File: src/rtl/hd_controller_if.sv
// hd_controller_if: CPU request/response and disk-side signals of the hard-disk controller
interface hd_controller_if #(parameter int DATA_WIDTH = 32);
  logic                  req;
  logic                  we;
  logic [DATA_WIDTH-1:0] reqTrack;
  logic [DATA_WIDTH-1:0] reqPos;
  logic [DATA_WIDTH-1:0] reqWriteData;
  logic                  busy;
  logic                  done;
  logic                  err;
  logic [DATA_WIDTH-1:0] rdData;
  logic [DATA_WIDTH-1:0] hdTrack;
  logic [DATA_WIDTH-1:0] hdTrackPos;
  logic [DATA_WIDTH-1:0] hdWriteData;
  logic                  hdFlag;
  logic [DATA_WIDTH-1:0] hdReadData;
  modport master (
    output req, we, reqTrack, reqPos, reqWriteData, hdReadData,
    input  busy, done, err, rdData, hdTrack, hdTrackPos, hdWriteData, hdFlag
  );
  modport slave (
    input  req, we, reqTrack, reqPos, reqWriteData, hdReadData,
    output busy, done, err, rdData, hdTrack, hdTrackPos, hdWriteData, hdFlag
  );
endinterface

File: src/rtl/hd_controller.sv
// hd_controller: single-request disk sequencer with optional head seek timing.
// Define HD_SEEK_DELAY_EN to add the SEEK state and its per-track delay counter.
module hd_controller #(
  parameter int DATA_WIDTH  = 32,
  parameter int ADDR_WIDTH  = 1024,
  parameter int TRACKS      = 4,
  parameter int SEEK_CYCLES = 8
) (
  input logic clock,
  input logic reset,
  hd_controller_if.slave bus
);
  localparam int WPT = ADDR_WIDTH / TRACKS;
  typedef enum logic [2:0] {IDLE, SEEK, ACCESS, RDWAIT, DONE} state_t;
  state_t                state;
  logic                  we_q;
  logic                  bad;
  logic [DATA_WIDTH-1:0] head;
  always_comb bad = bus.reqTrack >= DATA_WIDTH'(TRACKS) || bus.reqPos >= DATA_WIDTH'(WPT);
`ifdef HD_SEEK_DELAY_EN
  localparam int CW = $clog2((TRACKS - 1) * SEEK_CYCLES + 2);
  logic [CW-1:0]         cnt;
  logic [DATA_WIDTH-1:0] dist;
  always_comb dist = bus.reqTrack > head ? bus.reqTrack - head : head - bus.reqTrack;
`else
  logic unused_head;
  assign unused_head = ^head;
`endif
  always_ff @(posedge clock) begin
    if (reset) begin
      state           <= IDLE;
      we_q            <= 1'b0;
      head            <= '0;
      bus.busy        <= 1'b0;
      bus.done        <= 1'b0;
      bus.err         <= 1'b0;
      bus.hdFlag      <= 1'b0;
      bus.rdData      <= '0;
      bus.hdTrack     <= '0;
      bus.hdTrackPos  <= '0;
      bus.hdWriteData <= '0;
`ifdef HD_SEEK_DELAY_EN
      cnt             <= '0;
`endif
    end else begin
      bus.done   <= 1'b0;
      bus.err    <= 1'b0;
      bus.hdFlag <= 1'b0;
      case (state)
        IDLE: if (bus.req) begin
          we_q            <= bus.we;
          bus.hdTrack     <= bus.reqTrack;
          bus.hdTrackPos  <= bus.reqPos;
          bus.hdWriteData <= bus.reqWriteData;
          bus.busy        <= 1'b1;
          if (bad) begin
            state    <= DONE;
            bus.done <= 1'b1;
            bus.err  <= 1'b1;
          end
`ifdef HD_SEEK_DELAY_EN
          else if (dist != '0) begin
            cnt   <= CW'(dist * SEEK_CYCLES);
            state <= SEEK;
          end
`endif
          else begin
            state      <= ACCESS;
            bus.hdFlag <= bus.we;
          end
        end
`ifdef HD_SEEK_DELAY_EN
        SEEK: begin
          cnt <= cnt - 1'b1;
          if (cnt == CW'(1)) begin
            head       <= bus.hdTrack;
            state      <= ACCESS;
            bus.hdFlag <= we_q;
          end
        end
`endif
        ACCESS: begin
          head     <= bus.hdTrack;
          state    <= we_q ? DONE : RDWAIT;
          bus.done <= we_q;
        end
        RDWAIT: begin
          bus.rdData <= bus.hdReadData;
          state      <= DONE;
          bus.done   <= 1'b1;
        end
        DONE: begin
          state    <= IDLE;
          bus.busy <= 1'b0;
        end
        default: state <= IDLE;
      endcase
    end
  end
endmodule
File: src/flat_wrapper.sv
// flat-port wrapper written by rule: the top's interface ports become plain ports
module hd_controller_flat 
#(
  parameter int DATA_WIDTH  = 32,
  parameter int ADDR_WIDTH  = 1024,
  parameter int TRACKS      = 4,
  parameter int SEEK_CYCLES = 8
)
  (clock, reset, bus_req, bus_we, bus_reqTrack, bus_reqPos, bus_reqWriteData, bus_hdReadData, bus_busy, bus_done, bus_err, bus_rdData, bus_hdTrack, bus_hdTrackPos, bus_hdWriteData, bus_hdFlag);
  hd_controller_if #(.DATA_WIDTH(DATA_WIDTH)) bus_i ();
  input logic clock;
  input logic reset;
  input wire logic [$bits(bus_i.req)-1:0] bus_req;
  input wire logic [$bits(bus_i.we)-1:0] bus_we;
  input wire logic [$bits(bus_i.reqTrack)-1:0] bus_reqTrack;
  input wire logic [$bits(bus_i.reqPos)-1:0] bus_reqPos;
  input wire logic [$bits(bus_i.reqWriteData)-1:0] bus_reqWriteData;
  input wire logic [$bits(bus_i.hdReadData)-1:0] bus_hdReadData;
  output wire logic [$bits(bus_i.busy)-1:0] bus_busy;
  output wire logic [$bits(bus_i.done)-1:0] bus_done;
  output wire logic [$bits(bus_i.err)-1:0] bus_err;
  output wire logic [$bits(bus_i.rdData)-1:0] bus_rdData;
  output wire logic [$bits(bus_i.hdTrack)-1:0] bus_hdTrack;
  output wire logic [$bits(bus_i.hdTrackPos)-1:0] bus_hdTrackPos;
  output wire logic [$bits(bus_i.hdWriteData)-1:0] bus_hdWriteData;
  output wire logic [$bits(bus_i.hdFlag)-1:0] bus_hdFlag;
  assign bus_i.req = bus_req;
  assign bus_i.we = bus_we;
  assign bus_i.reqTrack = bus_reqTrack;
  assign bus_i.reqPos = bus_reqPos;
  assign bus_i.reqWriteData = bus_reqWriteData;
  assign bus_i.hdReadData = bus_hdReadData;
  assign bus_busy = bus_i.busy;
  assign bus_done = bus_i.done;
  assign bus_err = bus_i.err;
  assign bus_rdData = bus_i.rdData;
  assign bus_hdTrack = bus_i.hdTrack;
  assign bus_hdTrackPos = bus_i.hdTrackPos;
  assign bus_hdWriteData = bus_i.hdWriteData;
  assign bus_hdFlag = bus_i.hdFlag;
  hd_controller #(.DATA_WIDTH(DATA_WIDTH), .ADDR_WIDTH(ADDR_WIDTH), .TRACKS(TRACKS), .SEEK_CYCLES(SEEK_CYCLES)) u_core (.clock(clock), .reset(reset), .bus(bus_i));
endmodule
File: config.mk
export PLATFORM = sky130hd
export DESIGN_NAME = hd_controller_flat
export DESIGN_NICKNAME = d
export VERILOG_FILES = /design/src/rtl/hd_controller_if.sv /design/src/rtl/hd_controller.sv /design/src/flat_wrapper.sv
export SDC_FILE = /design/constraint.sdc
export NUM_CORES = 1
export LEC_CHECK = 0
export ABC_AREA = 1
export CORE_ASPECT_RATIO = 1.5
export CORE_MARGIN = 1
export CORE_UTILIZATION = 36
export CTS_BUF_LIST = sky130_fd_sc_hd__clkbuf_4 sky130_fd_sc_hd__clkbuf_8
export DETAILED_ROUTE_END_ITERATION = 16
export PLACE_DENSITY = 0.78
export SYNTH_ARGS = -nofsm -noshare
export SYNTH_HDL_FRONTEND = slang
export SYNTH_SLANG_ARGS = --single-unit
File: constraint.sdc
create_clock -name clock -period 1.15 [get_ports clock]
set_input_delay 0.23 -clock clock [delete_from_list [all_inputs] [get_ports clock]]
set_output_delay 0.23 -clock clock [all_outputs]
set_load 0.02 [all_outputs]
==> flow_summary_export.csv, run 1 <==
group,metric,value,unit
logic_synthesis,synth_fa_ha_area_share,0,%
logic_synthesis,syn_nets,769,
power,total_leakage_power,0.003814,uW
global_routing,antenna_found_initial,0,
floorplan,die_w,96.48,um
cells_and_area,fin_util,70.24,%
sta,slew_headroom,66.95,%
logic_synthesis,yosys.area_share.simple,25.49,%
critical_path,crit_buf_inv,4,
global_routing,first_global_vias,5005,
route,ant_nets,0,
cts,cts_root_buffer,"clkbuf_8",
cells_and_area,fillCellCount,978,
floorplan,die_area,13860,um^2
logic_synthesis,synth_compound_area_share,13.84,%
sta,hold_viol,0,
cells_and_area,drive_above_1_share,39.44,%
critical_path,crit_required,1490,ps
global_routing,grt-ovfl-total,0,
sta,clock_skew,14.98,ps
floorplan,rows,51,
route,vias,5310,
route,drtPass1Iterations,4,
logic_synthesis,synth_top_family_by_area,"simple AND/OR/NAND/NOR gates",
status,status,"complete, but fails checks",
cells_and_area,diodes,0,
sta,setup_slack,-128.6,ps
cts,path_clk_slew,80,ps
worst_hold_path,hold_path_class,"in -> reg",
global_routing,grt_max_degree,103,
sta,finalSetupViolations,109,
critical_path,cp_cell_sequence,"inv_2 -> buf_6 -> nand3_4 -> buf_12 -> clkbuf_16 -> nand2_1 -> a21oi_1",
status,violations,"setup timing",
critical_path,startpoint_type,"flip-flop",
cells_and_area,nets,1077,
global_routing,grt_pass1_wl,23310,um
route,drc,0,
logic_synthesis,avgSynthCellArea,7.566,um^2
route,drt-wirelength-per-cell,15.82,um
logic_synthesis,synth_edf_count,0,
place,dp_hpwl,11050,um
worst_hold_path,min_from,"bus_reqTrack[14]",
critical_path,critPathKind,"reg -> reg",
logic_synthesis,synthMuxAreaShare,0,%
cts,cts_max_path_buffers,2,
critical_path,critPathLaunch,"u_core.state[2]$_SDFFE_PP0P_",
logic_synthesis,synth_warnings,0,
cts,ctsHtreeMaxLevel,4,
cts,clk_latency,420,ps
floorplan,io_pins,264,
power,peakVddDrop,0.7551,mV
sta,tightest_slew,495.8,ps
logic_synthesis,yosysUniqueCellTypes,16,
cells_and_area,areaGrowthSynthToFinish,89.72,%
floorplan,die_h,143.7,um
power,p_per_area,1242,nW/um^2
critical_path,path_delay_family,"buffers and inverters",
cts,cts_hold_buf,0,
floorplan,fp.coreArea,13020,um^2
logic_synthesis,ys_async_sr_fraction,0,%
logic_synthesis,synth_area,4820,um^2
cts,cts.sinks,136,
floorplan,start_util,37.02,%
critical_path,slowest_delay,340,ps
cts,cts_buffers,17,
sta,rsz0062_at_grt,"yes",
sta,slew_violations,0,
flow_run,cap_violations,0,
place,routabilityCongestion,0.8377,
sta,fin_crit_sh,111.2,%
place,portBuffers,263,
critical_path,cp-end-kind,"flip-flop",
logic_synthesis,ys_top_cells_by_area,"dfxtp_1 56%, nand2_1 17%, a21oi_1 10%",
logic_synthesis,seq_area_frac_synth,56.49,%
critical_path,crit_arrival,1620,ps
cts,cts_tree,"done",
place,place_ws,-552.4,ps
critical_path,r2r-start,"u_core.state[2]$_SDFFE_PP0P_",
route,drt_first_iter_violations,159,
logic_synthesis,synth-seq-cells,136,
logic_synthesis,synth_xor_xnor_area_share,0,%
logic_synthesis,yosysTopAreaCellShare,56.49,%
sta,final.min_clock_period,1279,ps
route,vias_per_cell,4.762,
global_routing,globalRouteTotalUtil,22.19,%
logic_synthesis,yosysTopAreaCell,"dfxtp_1",
critical_path,cpMaxStageDelayCell,"dfxtp_2",
logic_synthesis,synth_ff_type,"dfxtp_1",
logic_synthesis,syn_inst,637,
route,wl,17640,um
sta,max_freq,782.1,MHz
critical_path,critPathMaxFanout,9,
[per-layer routing]
metal / up-vias / wire length [um] / global-route usage (%)
met3: 42 / 1251 / 7.460
met1: 2422 / 5867 / 20.52
met4: 0 / 621 / 10.53
met5: - / 0 / 0
li1: 2654 / - / -
met2: 192 / 9895 / 42.03
[power breakdown]
part | leakage [uW] | switching (uW) | internal (uW)
clock network | 0.000205 | 1840 | 2280
registers | 0.00116 | 135 | 4950
logic | 0.00245 | 965 | 1190
[synth_stat cells, types with 2 or more instances]
library cell,instances
o21ai_0,33
buf_2,14
nand2_1,215
inv_1,4
buf_6,2
dfxtp_1,136
clkbuf_1,24
nand3_1,2
nor2_1,102
a21oi_1,99
[registers in the layout, summed over array words and instances (netlist names)]
register                flops
u_core.we_q                 1
u_core.bus.hdWriteData     32
u_core.bus.hdTrackPos      32
u_core.bus.hdTrack         32
u_core.bus.hdFlag           1
u_core.bus.busy             1
u_core.bus.err              1
u_core.bus.done             1
u_core.state                3
u_core.bus.rdData          32
[cells in the final DEF, fill, tap and decap left out, types with 2 or more instances in the layout]
cell,instances
clkinv_4,2
o21ai_2,6
bufinv_16,3
a21oi_1,94
buf_4,74
o21ai_1,17
clkbuf_16,11
dfxtp_1,34
clkinvlp_4,2
buf_16,4
buf_6,95
clkbuf_8,19
clkdlybuf4s50_1,127
nand2_1,200
nand2_2,13
buf_12,13
dlygate4sd2_1,2
nor2_2,12
o21ai_0,10
inv_6,2
nor2_1,90
dfxtp_2,102
a21oi_2,5
nand2_4,2
[what timing repair did]
item | CTS | global route
pin swaps | 6 | 8
gates cloned | 3 | 13
endpoints found under the setup margin | 265 | 262
resized for setup | 818 | 119
buffers inserted | 2 | 2
[per-stage QoR]
step	total power (uW)	area, um^2	hold WS, ps	setup TNS, ps	cells
global route	11850	9144	139.8	-17520	1115
global placement	7003	7964	448.2	-44070	1065
finish	11360	9144	150.5	-7060	1115
floorplan	5856	4822	372.7	-412.8	637
CTS	11240	8554	193.3	-2072	1100
detailed placement	7034	7964	452.9	-43510	1065
[area by class of cell]
type	count	area, um^2	share of cell area, %
multi-input cells	457	2052	22.44
flip-flops and latches	136	2850	31.17
inverters	5	41.29	0.4516
clock buffers	20	269.0	2.942
clock inverters	10	145.1	1.587
repair buffers	328	3587	39.23
well taps	159	198.9	2.176
[logic make-up (layout without fill, tap and decap cells)]
group / after synthesis / count (layout)
AO/OA/AOI/OAI: 133 / 133
buffers and inverters: 45 / 363
AND/OR/NAND/NOR: 323 / 324
flip-flops: 136 / 136
[worst min-delay path, delay by kind of cell]
family	cells	cell delay [ps]
AOI/OAI and AO/OA	1	60
buffers and inverters	1	150
and+or+nand+nor	1	80
[path summary, 6_finish.rpt]
| check | to | slack, ps | depth (start not counted) |
|---|---|---|---|
| max | u_core.bus.hdTrackPos[20]$_SDFFE_PP0P_ | -130 | 7 |
| min | u_core.bus.hdTrack[14]$_SDFFE_PP0P_ | 150 | 3 |
| max reg2reg | u_core.bus.hdTrackPos[20]$_SDFFE_PP0P_ | -130 | 7 |
| min reg2reg | u_core.bus.hdWriteData[21]$_SDFFE_PP0P_ | 460 | 2 |
No activity file was read; power rests on OpenSTA's default activity.
==> run 2, diff against run 1 <==
- SKIP_CTS_REPAIR_TIMING: default -> 1
==> run 2 against run 1 <==
Against the previous run: the run still ends with setup timing left; via count is 0.89% higher; core utilization increased by 0.69 points; sequential share of layout area increased by 0.13 points; sequential power about the same; sequential cell count unchanged; critical endpoint is now u_core.bus.hdWriteData[22]$_SDFFE_PP0P_; clock skew down 1.4 ps; largest power group unchanged; cell count increased by 0.18%; fmax grew 1.9%.
==> flow_summary_export.csv, run 2 (synthesized netlist as in run 1, its figures left out) <==
group,metric,value,unit
critical_path,reg2regPathDepth,7,
power,power.switching,2932,uW
sta,holdWs,225.9,ps
route,wl,17320,um
cts,cts_root_buffer,"clkbuf_8",
place,routabilityCongestion,0.8377,
status,violations,"setup timing",
power,pwr-share-seq,44.9,%
sta,fin_crit_sh,109.1,%
critical_path,cp-end-kind,"flip-flop",
route,drc,0,
power,peakVddDrop,0.7688,mV
power,power_frac_comb,18.7,%
cts,ctsHtreeMaxLevel,4,
critical_path,regToRegSetupSlack,-110,ps
sta,max_freq,796.7,MHz
sta,final.min_clock_period,1255,ps
sta,hold_viol,0,
power,total_leakage_power,0.003824,uW
sta,slew_headroom,67.82,%
global_routing,grt_pass1_wl,22510,um
cells_and_area,multiInputGateArea,2048,um^2
sta,finalSetupViolations,102,
worst_hold_path,holdPathStages,4,
critical_path,startpoint_type,"flip-flop",
floorplan,die_w,96.48,um
floorplan,fp.coreArea,13020,um^2
power,p_int,8432,uW
sta,setup_slack,-105.1,ps
cts,cts_tree,"done",
route,drtPass1Iterations,4,
place,place_ws,-552.4,ps
critical_path,critPathKind,"reg -> reg",
power,p_per_area,1231,nW/um^2
cts,clk_latency,430,ps
cells_and_area,diodes,0,
place,post-place-cells,1065,
cells_and_area,layout.cells.non_filler,1117,
route,vias,5357,
power,pwr-share-clk,36.4,%
critical_path,crit_arrival,1590,ps
cells_and_area,mostFrequentLayoutCells,"207 x nand2_1, 134 x dfxtp_2, 132 x buf_6",
cells_and_area,nets,1079,
route,drt-wirelength-per-cell,15.51,um
global_routing,first_global_vias,4891,
cts,cts.sinks,136,
power,power,11360,uW
critical_path,crit_required,1490,ps
route,ant_nets,0,
cells_and_area,final_common_cell,"nand2_1",
place,dp_hpwl,11050,um
place,portBuffers,263,
cts,path_clk_slew,80,ps
route,drt_first_iter_violations,162,
worst_hold_path,hold_path_class,"in -> reg",
sta,slew_violations,0,
cells_and_area,design_area,9234,um^2
cells_and_area,drive_above_1_share,42.38,%
status,status,"complete, but fails checks",
critical_path,critPathMaxFanout,11,
place,dpl-instance-area,7964,um^2
cells_and_area,fillCellCount,941,
route,vias_per_cell,4.796,
sta,rsz0062_at_grt,"yes",
floorplan,io_pins,264,
floorplan,die_area,13860,um^2
floorplan,rows,51,
global_routing,antenna_found_initial,0,
global_routing,globalRouteTotalUtil,21.36,%
floorplan,start_util,37.02,%
power,switching_share,25.80,%
floorplan,die_h,143.7,um
cts,cts_buffers,17,
global_routing,grt-ovfl-total,0,
cells_and_area,seqCellArea,2890,um^2
cts,cts_max_path_buffers,2,
sta,clock_skew,13.63,ps
flow_run,cap_violations,0,
global_routing,grt_max_degree,103,
sta,tightest_slew,482.7,ps
cells_and_area,areaGrowthSynthToFinish,91.59,%
## run 2: cell types whose count changed in the layout (fill, tap and decap cells not counted), sizes merged, moves of 2 or more
| cell | delta |
|---|---|
| clkdlybuf4s50 | +3 |
| buf | +4 |
| clkbuf | -2 |
| dlygate4sd2 | -2 |
## run 2: worst max-delay path, stage by stage, from the launching register on
cell,delay (ps)
dfxtp_2,340
inv_2,40
buf_4,130
nand3_4,140
buf_12,170
buf_12,140
nand2_1,50
a21oi_1,160
## run 2: power by group through the flow
stage	Sequential (uW)	Clock (uW)	Combinational, uW
detailed placement	5130	0	1900
global route	5130	4460	2270
global placement	5120	0	1880
finish	5110	4130	2130
floorplan	5380	0	472
CTS	5020	4200	1910
## run 2: cell type report
| class | count | share of cell area (%) |
|---|---|---|
| well taps | 159 | 2.154 |
| repair buffers | 330 | 39.40 |
| flip-flops and latches | 136 | 31.30 |
| clock buffers | 20 | 2.913 |
| inverters | 5 | 0.4743 |
| multi-input cells | 457 | 22.18 |
| clock inverters | 10 | 1.572 |
## run 2: final timing paths
kind	startpoint	to
max	u_core.state[2]$_SDFFE_PP0P_	u_core.bus.hdWriteData[22]$_SDFFE_PP0P_
min	reset	u_core.bus.rdData[0]$_SDFFE_PP0N_
max reg2reg	u_core.state[2]$_SDFFE_PP0P_	u_core.bus.hdWriteData[22]$_SDFFE_PP0P_
min reg2reg	u_core.bus.hdTrack[29]$_SDFFE_PP0P_	u_core.bus.hdTrack[29]$_SDFFE_PP0P_
## run 2: stage by stage
| step | util (%) | setup TNS (ps) |
|---|---|---|
| detailed placement | 61.18 | -43510 |
| floorplan | - | -412.8 |
| finish | 70.93 | -6145 |
| CTS | 64.36 | -76910 |
| global placement | 61.18 | -44070 |
| global route | 70.93 | -14340 |
## run 2: per-layer routing
metal	GRT usage (%)	vias up	share of wire, %
li1	-	2661	-
met2	39.40	225	54
met4	11.30	0	4.4
met3	7.513	56	8.0
met1	20.00	2415	34
met5	0	-	0
